===== config.mk =====
export PLATFORM = sky130hd
export DESIGN_NAME = rv32m_seq_ctrl
export DESIGN_NICKNAME = d
export VERILOG_FILES = /design/src/rtl/rv32m_pkg.sv /design/src/rtl/rv32m_iter_core.sv /design/src/rtl/rv32m_seq_ctrl.sv
export SDC_FILE = /design/constraint.sdc
export NUM_CORES = 1
export LEC_CHECK = 0
export ABC_AREA = 1
export ABC_CLOCK_PERIOD_IN_PS = 10700
export CELL_PAD_IN_SITES_DETAIL_PLACEMENT = 0
export CELL_PAD_IN_SITES_GLOBAL_PLACEMENT = 1
export CORE_MARGIN = 2
export CORE_UTILIZATION = 25
export DETAILED_ROUTE_END_ITERATION = 8
export DONT_BUFFER_PORTS = 1
export HOLD_SLACK_MARGIN = 0.06
export PLACE_DENSITY_LB_ADDON = 0.1
export SKIP_CTS_REPAIR_TIMING = 1
export SLEW_MARGIN = 20
export SYNTH_ARGS = -nofsm -noshare
export SYNTH_HDL_FRONTEND = slang
export SYNTH_SLANG_ARGS = --single-unit

===== constraint.sdc =====
create_clock -name clk_i -period 10.7 [get_ports clk_i]
set_input_delay 2.14 -clock clk_i [delete_from_list [all_inputs] [get_ports clk_i]]
set_output_delay 2.14 -clock clk_i [all_outputs]
set_load 0.02 [all_outputs]

===== src/rtl/rv32m_pkg.sv =====
// Shared types and constants for the RV32M sequencing controller and its iterative core.
// Latency: n/a (definitions only).
// Backpressure: n/a (definitions only).
package rv32m_pkg;

    localparam int XLEN  = 32;
    localparam int STEPS = 32;
    localparam int CNT_W = $clog2(STEPS);

    localparam logic [XLEN-1:0] DIV_BY_ZERO_Q = 32'hFFFF_FFFF;
    localparam logic [XLEN-1:0] INT_MIN       = 32'h8000_0000;

    // Operation kind carried through the pipeline and stored in the cache
    localparam logic KIND_MUL = 1'b0;
    localparam logic KIND_DIV = 1'b1;

    // Controller states
    typedef logic [2:0] state_t;
    localparam state_t ST_IDLE = 3'd0;
    localparam state_t ST_PREP = 3'd1;
    localparam state_t ST_CALC = 3'd2;
    localparam state_t ST_FIX  = 3'd3;
    localparam state_t ST_DONE = 3'd4;

    // One cached result: the key fields plus a 64-bit word that is either the
    // signed-corrected product or {remainder, quotient}
    typedef struct packed {
        logic              kind;
        logic [XLEN-1:0]   rs1;
        logic [XLEN-1:0]   rs2;
        logic              signed_a;
        logic              signed_b;
        logic [2*XLEN-1:0] data;
    } cache_ent_t;

    // High half holds the MULH*/REM word, low half the MUL/DIV word
    function automatic logic [XLEN-1:0] sel_word(input logic [2*XLEN-1:0] w, input logic upper);
        return upper ? w[2*XLEN-1:XLEN] : w[XLEN-1:0];
    endfunction

endpackage


===== src/rtl/rv32m_iter_core.sv =====
// Shared 64-bit iterative engine: shift-add multiplier or restoring divider, one step per enable.
// Latency: 32 step enables after load produce {hi,lo} = product or {remainder, quotient}.
// Backpressure: none; the controller decides when to load and step.
module rv32m_iter_core
    import rv32m_pkg::*;
(
    input  logic            clk_i,
    input  logic            rst_i,
    input  logic            load_i,
    input  logic            step_i,
    input  logic            div_mode_i,
    input  logic [XLEN-1:0] op_i,
    input  logic [XLEN-1:0] init_i,
    output logic [XLEN-1:0] hi_o,
    output logic [XLEN-1:0] lo_o
);

    logic [XLEN-1:0] op_q;
    logic [XLEN-1:0] hi_q;
    logic [XLEN-1:0] lo_q;
    logic [XLEN-1:0] hi_d;
    logic [XLEN-1:0] lo_d;
    logic [XLEN:0]   mul_sum;
    logic [XLEN:0]   div_shift;
    logic [XLEN+1:0] div_diff;
    logic            unused_bits;

    // Multiply: add multiplicand into the upper half when the current multiplier bit is set
    assign mul_sum   = {1'b0, hi_q} + (lo_q[0] ? {1'b0, op_q} : {(XLEN+1){1'b0}});
    // Divide: shift the partial remainder left by one and trial-subtract the divisor
    assign div_shift = {hi_q, lo_q[XLEN-1]};
    assign div_diff  = {1'b0, div_shift} - {2'b00, op_q};
    // The trial difference never exceeds XLEN bits when it is kept, so its bit XLEN is don't-care
    assign unused_bits = ^{div_diff[XLEN], div_shift[XLEN]};

    assign hi_o = hi_q;
    assign lo_o = lo_q;

    // Next value of the 64-bit shift register for one step in the selected mode
    always_comb begin
        hi_d = hi_q;
        lo_d = lo_q;
        if (div_mode_i) begin
            if (!div_diff[XLEN+1]) begin
                hi_d = div_diff[XLEN-1:0];
                lo_d = {lo_q[XLEN-2:0], 1'b1};
            end else begin
                hi_d = div_shift[XLEN-1:0];
                lo_d = {lo_q[XLEN-2:0], 1'b0};
            end
        end else begin
            hi_d = mul_sum[XLEN:1];
            lo_d = {mul_sum[0], lo_q[XLEN-1:1]};
        end
    end

    // Load operands or advance by one step
    always_ff @(posedge clk_i or posedge rst_i) begin
        if (rst_i) begin
            op_q <= '0;
            hi_q <= '0;
            lo_q <= '0;
        end else if (load_i) begin
            op_q <= op_i;
            hi_q <= '0;
            lo_q <= init_i;
        end else if (step_i) begin
            hi_q <= hi_d;
            lo_q <= lo_d;
        end
    end

endmodule


===== src/rtl/rv32m_seq_ctrl.sv =====
// RV32M sequencer: one mul/div/rem at a time over a shared 32-step core; optional result cache (RV32M_OP_CACHE_EN).
// Latency: 35 cycles accept-to-valid, 2 for divide-by-zero/overflow, 1 on a cache hit.
// Backpressure: req_ready_o only in IDLE; result and tag held in DONE until resp_ready_i; flush_i aborts.
module rv32m_seq_ctrl
    import rv32m_pkg::*;
(
    input  logic            clk_i,
    input  logic            rst_i,
    input  logic            req_valid_i,
    output logic            req_ready_o,
    input  logic            mult_on_i,
    input  logic            div_on_i,
    input  logic            signed_A_i,
    input  logic            signed_B_i,
    input  logic            upper_rem_i,
    input  logic [XLEN-1:0] rs1_i,
    input  logic [XLEN-1:0] rs2_i,
    input  logic [4:0]      rd_tag_i,
    input  logic            flush_i,
    output logic            resp_valid_o,
    input  logic            resp_ready_i,
    output logic [XLEN-1:0] result_o,
    output logic [4:0]      rd_tag_o,
    output logic            busy_o
);

    state_t            state_q;
    logic              kind_q;
    logic              sa_q;
    logic              sb_q;
    logic              up_q;
    logic [XLEN-1:0]   rs1_q;
    logic [XLEN-1:0]   rs2_q;
    logic [4:0]        tag_q;
    logic [CNT_W-1:0]  cnt_q;

    logic              legal;
    logic              req_kind;
    logic              a_neg;
    logic              b_neg;
    logic [XLEN-1:0]   a_mag;
    logic [XLEN-1:0]   b_mag;
    logic [XLEN-1:0]   core_op;
    logic [XLEN-1:0]   core_init;
    logic [XLEN-1:0]   core_hi;
    logic [XLEN-1:0]   core_lo;
    logic              div_zero;
    logic              div_ovf;
    logic              special;
    logic [2*XLEN-1:0] special_res;
    logic [2*XLEN-1:0] prod_mag;
    logic [XLEN-1:0]   q_fix;
    logic [XLEN-1:0]   r_fix;
    logic [2*XLEN-1:0] fix_res;
    logic              cache_hit;
    logic [XLEN-1:0]   cache_word;

    assign req_ready_o = (state_q == ST_IDLE);
    assign busy_o      = ~req_ready_o;

    // mult_on == div_on is not a real M-extension op and is dropped on accept
    assign legal    = mult_on_i ^ div_on_i;
    assign req_kind = div_on_i ? KIND_DIV : KIND_MUL;

    // Operand magnitudes; an operand is negative only when it is treated as signed
    assign a_neg = sa_q & rs1_q[XLEN-1];
    assign b_neg = sb_q & rs2_q[XLEN-1];
    assign a_mag = a_neg ? -rs1_q : rs1_q;
    assign b_mag = b_neg ? -rs2_q : rs2_q;

    // Multiply shifts the multiplier (b) out of lo; divide shifts the dividend (a) out of lo
    assign core_op   = (kind_q == KIND_DIV) ? b_mag : a_mag;
    assign core_init = (kind_q == KIND_DIV) ? a_mag : b_mag;

    // Cases resolved without iterating
    assign div_zero    = (rs2_q == '0);
    assign div_ovf     = sa_q && sb_q && (rs1_q == INT_MIN) && (rs2_q == '1);
    assign special     = (kind_q == KIND_DIV) && (div_zero || div_ovf);
    assign special_res = div_zero ? {rs1_q, DIV_BY_ZERO_Q} : {{XLEN{1'b0}}, INT_MIN};

    // Sign correction: product/quotient negative when signs differ, remainder follows the dividend
    assign prod_mag = {core_hi, core_lo};
    assign q_fix    = (a_neg ^ b_neg) ? -core_lo : core_lo;
    assign r_fix    = a_neg ? -core_hi : core_hi;
    assign fix_res  = (kind_q == KIND_MUL) ? ((a_neg ^ b_neg) ? -prod_mag : prod_mag)
                                           : {r_fix, q_fix};

    rv32m_iter_core u_core (
        .clk_i      (clk_i),
        .rst_i      (rst_i),
        .load_i     (state_q == ST_PREP),
        .step_i     (state_q == ST_CALC),
        .div_mode_i (kind_q),
        .op_i       (core_op),
        .init_i     (core_init),
        .hi_o       (core_hi),
        .lo_o       (core_lo)
    );

`ifdef RV32M_OP_CACHE_EN
    cache_ent_t cache_q;
    logic       cache_vld_q;
    logic       cache_wr;

    // A low-word multiply is sign-agnostic, so it may reuse any multiply entry with equal operands
    assign cache_hit = cache_vld_q && (cache_q.kind == req_kind)
                    && (cache_q.rs1 == rs1_i) && (cache_q.rs2 == rs2_i)
                    && (((cache_q.signed_a == signed_A_i) && (cache_q.signed_b == signed_B_i))
                        || ((req_kind == KIND_MUL) && !upper_rem_i));
    assign cache_word = sel_word(cache_q.data, upper_rem_i);
    assign cache_wr   = (state_q == ST_FIX) || ((state_q == ST_PREP) && special);

    // Capture every freshly computed result; any flush drops the entry
    always_ff @(posedge clk_i or posedge rst_i) begin
        if (rst_i) begin
            cache_vld_q <= 1'b0;
            cache_q     <= '0;
        end else if (flush_i) begin
            cache_vld_q <= 1'b0;
        end else if (cache_wr) begin
            cache_vld_q <= 1'b1;
            cache_q     <= '{kind:     kind_q,
                             rs1:      rs1_q,
                             rs2:      rs2_q,
                             signed_a: sa_q,
                             signed_b: sb_q,
                             data:     (state_q == ST_FIX) ? fix_res : special_res};
        end
    end
`else
    assign cache_hit  = 1'b0;
    assign cache_word = '0;
`endif

    // Main sequencer: accept, prepare, iterate, correct, then hold the response until taken
    always_ff @(posedge clk_i or posedge rst_i) begin
        if (rst_i) begin
            state_q      <= ST_IDLE;
            kind_q       <= KIND_MUL;
            sa_q         <= 1'b0;
            sb_q         <= 1'b0;
            up_q         <= 1'b0;
            rs1_q        <= '0;
            rs2_q        <= '0;
            tag_q        <= '0;
            cnt_q        <= '0;
            resp_valid_o <= 1'b0;
            result_o     <= '0;
            rd_tag_o     <= '0;
        end else if (flush_i) begin
            state_q      <= ST_IDLE;
            resp_valid_o <= 1'b0;
        end else begin
            case (state_q)
                ST_IDLE: begin
                    if (req_valid_i && legal) begin
                        kind_q <= req_kind;
                        sa_q   <= signed_A_i;
                        sb_q   <= signed_B_i;
                        up_q   <= upper_rem_i;
                        rs1_q  <= rs1_i;
                        rs2_q  <= rs2_i;
                        tag_q  <= rd_tag_i;
                        if (cache_hit) begin
                            result_o <= cache_word;
                            rd_tag_o <= rd_tag_i;
                            state_q  <= ST_DONE;
                        end else begin
                            state_q  <= ST_PREP;
                        end
                    end
                end
                ST_PREP: begin
                    cnt_q <= '0;
                    if (special) begin
                        result_o <= sel_word(special_res, up_q);
                        rd_tag_o <= tag_q;
                        state_q  <= ST_DONE;
                    end else begin
                        state_q  <= ST_CALC;
                    end
                end
                ST_CALC: begin
                    cnt_q <= cnt_q + 1'b1;
                    if (cnt_q == CNT_W'(STEPS - 1)) begin
                        state_q <= ST_FIX;
                    end
                end
                ST_FIX: begin
                    result_o <= sel_word(fix_res, up_q);
                    rd_tag_o <= tag_q;
                    state_q  <= ST_DONE;
                end
                ST_DONE: begin
                    if (!resp_valid_o) begin
                        resp_valid_o <= 1'b1;
                    end else if (resp_ready_i) begin
                        resp_valid_o <= 1'b0;
                        state_q      <= ST_IDLE;
                    end
                end
                default: begin
                    state_q <= ST_IDLE;
                end
            endcase
        end
    end

endmodule

==> key figures <==
Run status
  • Status: complete, no violations

Worst setup path
  • Req. time, crit path: 8560 ps
  • Crit Path Max Fanout: 4
  • Crit-path cells: nor2_1 > inv_1 > nor2_1 > inv_1
  • Worst path top cell family by delay: simple AND/OR/NAND/NOR gates
  • CP peak stage delay: 470 ps
  • Setup CP Type: reg -> out
  • Crit start category: flop
  • R2R Setup Slk: 7070 ps
  • Worst path slowest cell: nor2_1
  • Bufs and invs on worst path: 2
  • CP Data Arrival Time: 2020 ps
  • Setup crit end kind: output port

Logic synthesis
  • Post-synth EDFFs: 0
  • Post-synthesis register bit count: 215
  • Cell variety after synth: 51
  • Syn Nets: 3358
  • Async set-reset flop share out of synthesis: 100.0%
  • Seq/Total Area, Yosys: 27.38%
  • Post-Syn Area: 19650 um2
  • Syn Inst Count: 3206
  • Most used DFF post-synth: dfrtp_1
  • Syn avg cell area: 6.129 um2
  • Synth warnings: 0

Flow run
  • Max-cap viol count: 0

CTS
  • CTS tree: done
  • Num CTS Buffers: 31
  • Worst-path clk slew: 60 ps
  • CTS root buffer: clkbuf_16
  • Worst skew pair latency: 610 ps
  • Clock Sink Count: 215
  • H-tree levels: 1
  • Clock Tree Buf Depth: 3

Final layout
  • Final core utilization: 27.68%
  • Layout cells sized above 1: 5.612%
  • Commonest non-fill, non-tap cell in the layout: nand2_1
  • Finished Layout Cells: 4196
  • # fillers: 8999
  • Syn-to-layout area delta: 9.283%
  • Most frequent cells in the layout: 922 x nand2_1, 418 x nor2_1, 356 x nand3_1
  • Layout Nets: 3286

Route
  • DRC marker count from the first detailed-route iteration: 1870
  • Via count: 21159
  • Routed WL: 97390 um
  • WL per Instance: 23.21 um
  • Post-route antenna net violation count: 0
  • Drt pass-1 iters: 5
  • DR vias/cell: 5.043
  • Drt drc: 0

STA
  • Final setup fails: 0
  • Unrepaired setup endpoints after global routing: false
  • Final hold vios: 0
  • Clk_skew: 31.85 ps
  • Slew margin rel.: 31.47%
  • F_max: 240.4 MHz
  • Worst Tran Pin Value: 1028 ps
  • Min cycle time layout: 4159 ps
  • Final worst-path cycle share: 38.87%
  • Setup TNS: 0 ps
  • Slew Viols, Final: 0

Die
  • Core Area: 77590 um2
  • Die X: 284.4 um
  • Initial Util: 25.32%
  • I/O pin count: 119
  • Die area: 80860 um2
  • Die H: 284.4 um
  • Site row count: 102

Power and ir drop
  • Peak VDD IR: 0.0001686 V
  • Pwr dens: 372.5 nW/um2
  • Power consumption: 7.999 mW
  • Static leakage: 10.43 nW

GRT
  • Initial antenna violation count: 1
  • Largest net degree at the start of global routing: 105
  • Number of global-route vias before repair: 20480
  • First-pass GRT wire length: 143400 um
  • GRT Overall Usage: 23.60%
  • GRT overflow: 0

Place
  • Post-Place Cells: 4141
  • DP HPWL: 76780 um
  • Placer Congestion: 0.9393
  • Port Buffers: 0

Hold path
  • Worst Hold Class: reg -> reg
-- metal layers --
layer	GRT usage, %	vias to the layer above	share of wire, %
met3	2.111	82	4.1
li1	-	10318	-
met2	39.25	559	46
met5	0	-	0.013
met4	5.145	2	2.3
met1	33.07	10198	47
-- sequential cells by signal, summed over array words and instances (netlist names) --
name / count
result_o: 32
rs1_q: 32
rs2_q: 32
u_core.hi_o: 32
u_core.lo_o: 32
u_core.op_q: 32
cnt_q: 5
rd_tag_o: 5
tag_q: 5
state_q: 3
kind_q: 1
resp_valid_o: 1
sa_q: 1
sb_q: 1
up_q: 1
-- final timing paths --
| check | start | to | depth (start not counted) |
|---|---|---|---|
| worst max-delay path | state_q[1] | busy_o | 4 |
| worst min-delay path | tag_q[1] | rd_tag_o[1] | 2 |
| worst max register to register | rs1_q[31] | result_o[27] | 14 |
| worst min register to register | tag_q[1] | rd_tag_o[1] | 2 |
| max in group asynchronous | rst_i | u_core.hi_o[29] | 2 |
| min in group asynchronous | rst_i | rs2_q[12] | 1 |
-- Yosys cell counts (all sizes together), types with 7 or more instances --
library cell | count | area, um2
nand2 | 938 | 3576
nor2 | 441 | 1728
nand3 | 359 | 1807
inv | 339 | 1275
a21oi | 260 | 1361
dfrtp | 215 | 5380
o21ai | 193 | 988.4
ha | 71 | 888.4
clkbuf | 65 | 244.0
buf | 61 | 389.1
xor2 | 53 | 464.2
o211ai | 30 | 225.2
nand4 | 29 | 200.2
nor3 | 23 | 120.1
a31oi | 20 | 125.1
o21bai | 15 | 112.6
mux2 | 14 | 157.7
nand3b | 14 | 105.1
a22oi | 12 | 90.09
o22ai | 12 | 75.07
a21o | 9 | 67.56
o21a | 7 | 52.55
-- per-stage QoR --
stage | instance area [um2] | hold WS [ps] | worst slack [ps]
detailed placement | 20510 | 449.7 | 6522
finish | 21470 | 464.5 | 6541
global placement | 20510 | 451.2 | 6557
global route | 21470 | 505.0 | 6423
floorplan | 19650 | 436.4 | 2681
CTS | 21470 | 464.4 | 6498
-- kinds of logic after synthesis --
kind of cell             count (synthesis)  share of synthesized area, %
flip-flops                             215                         27.38
XOR/XNOR                                56                         2.496
AND/OR/NAND/NOR                       1814                         38.73
adder cells (fa/ha/maj)                 73                         4.725
AO/OA/AOI/OAI                          565                         16.05
buffers and inverters                  469                         9.812
multiplexers                            14                        0.8023
-- area by class of cell --
class                   instances  area, um2  share of cell area, %
repair buffers                 21      157.7                 0.7341
inverters                     343       1305                  6.077
well taps                    1040       1301                  6.060
flip-flops and latches        215       5385                  25.08
clock buffers                  41      833.3                  3.880
clock inverters                12      127.6                 0.5943
multi-input cells            2522      12360                  57.55
diodes                          2      5.005                0.02331
-- worst register-to-register path, delay by kind of cell, from the launching register on --
family | cells | cell delay [ps]
AO/OA/AOI/OAI | 2 | 850
AND/OR/NAND/NOR | 8 | 810
flip-flops | 1 | 440
buffers and inverters | 4 | 1420
-- power by group --
group	total [mW]	switching (mW)	internal, mW
Sequential	1.86	0.679	1.18
Combinational	5.12	3.70	1.42
Clock	1.02	0.429	0.589
(Power assumes the default switching activity.)
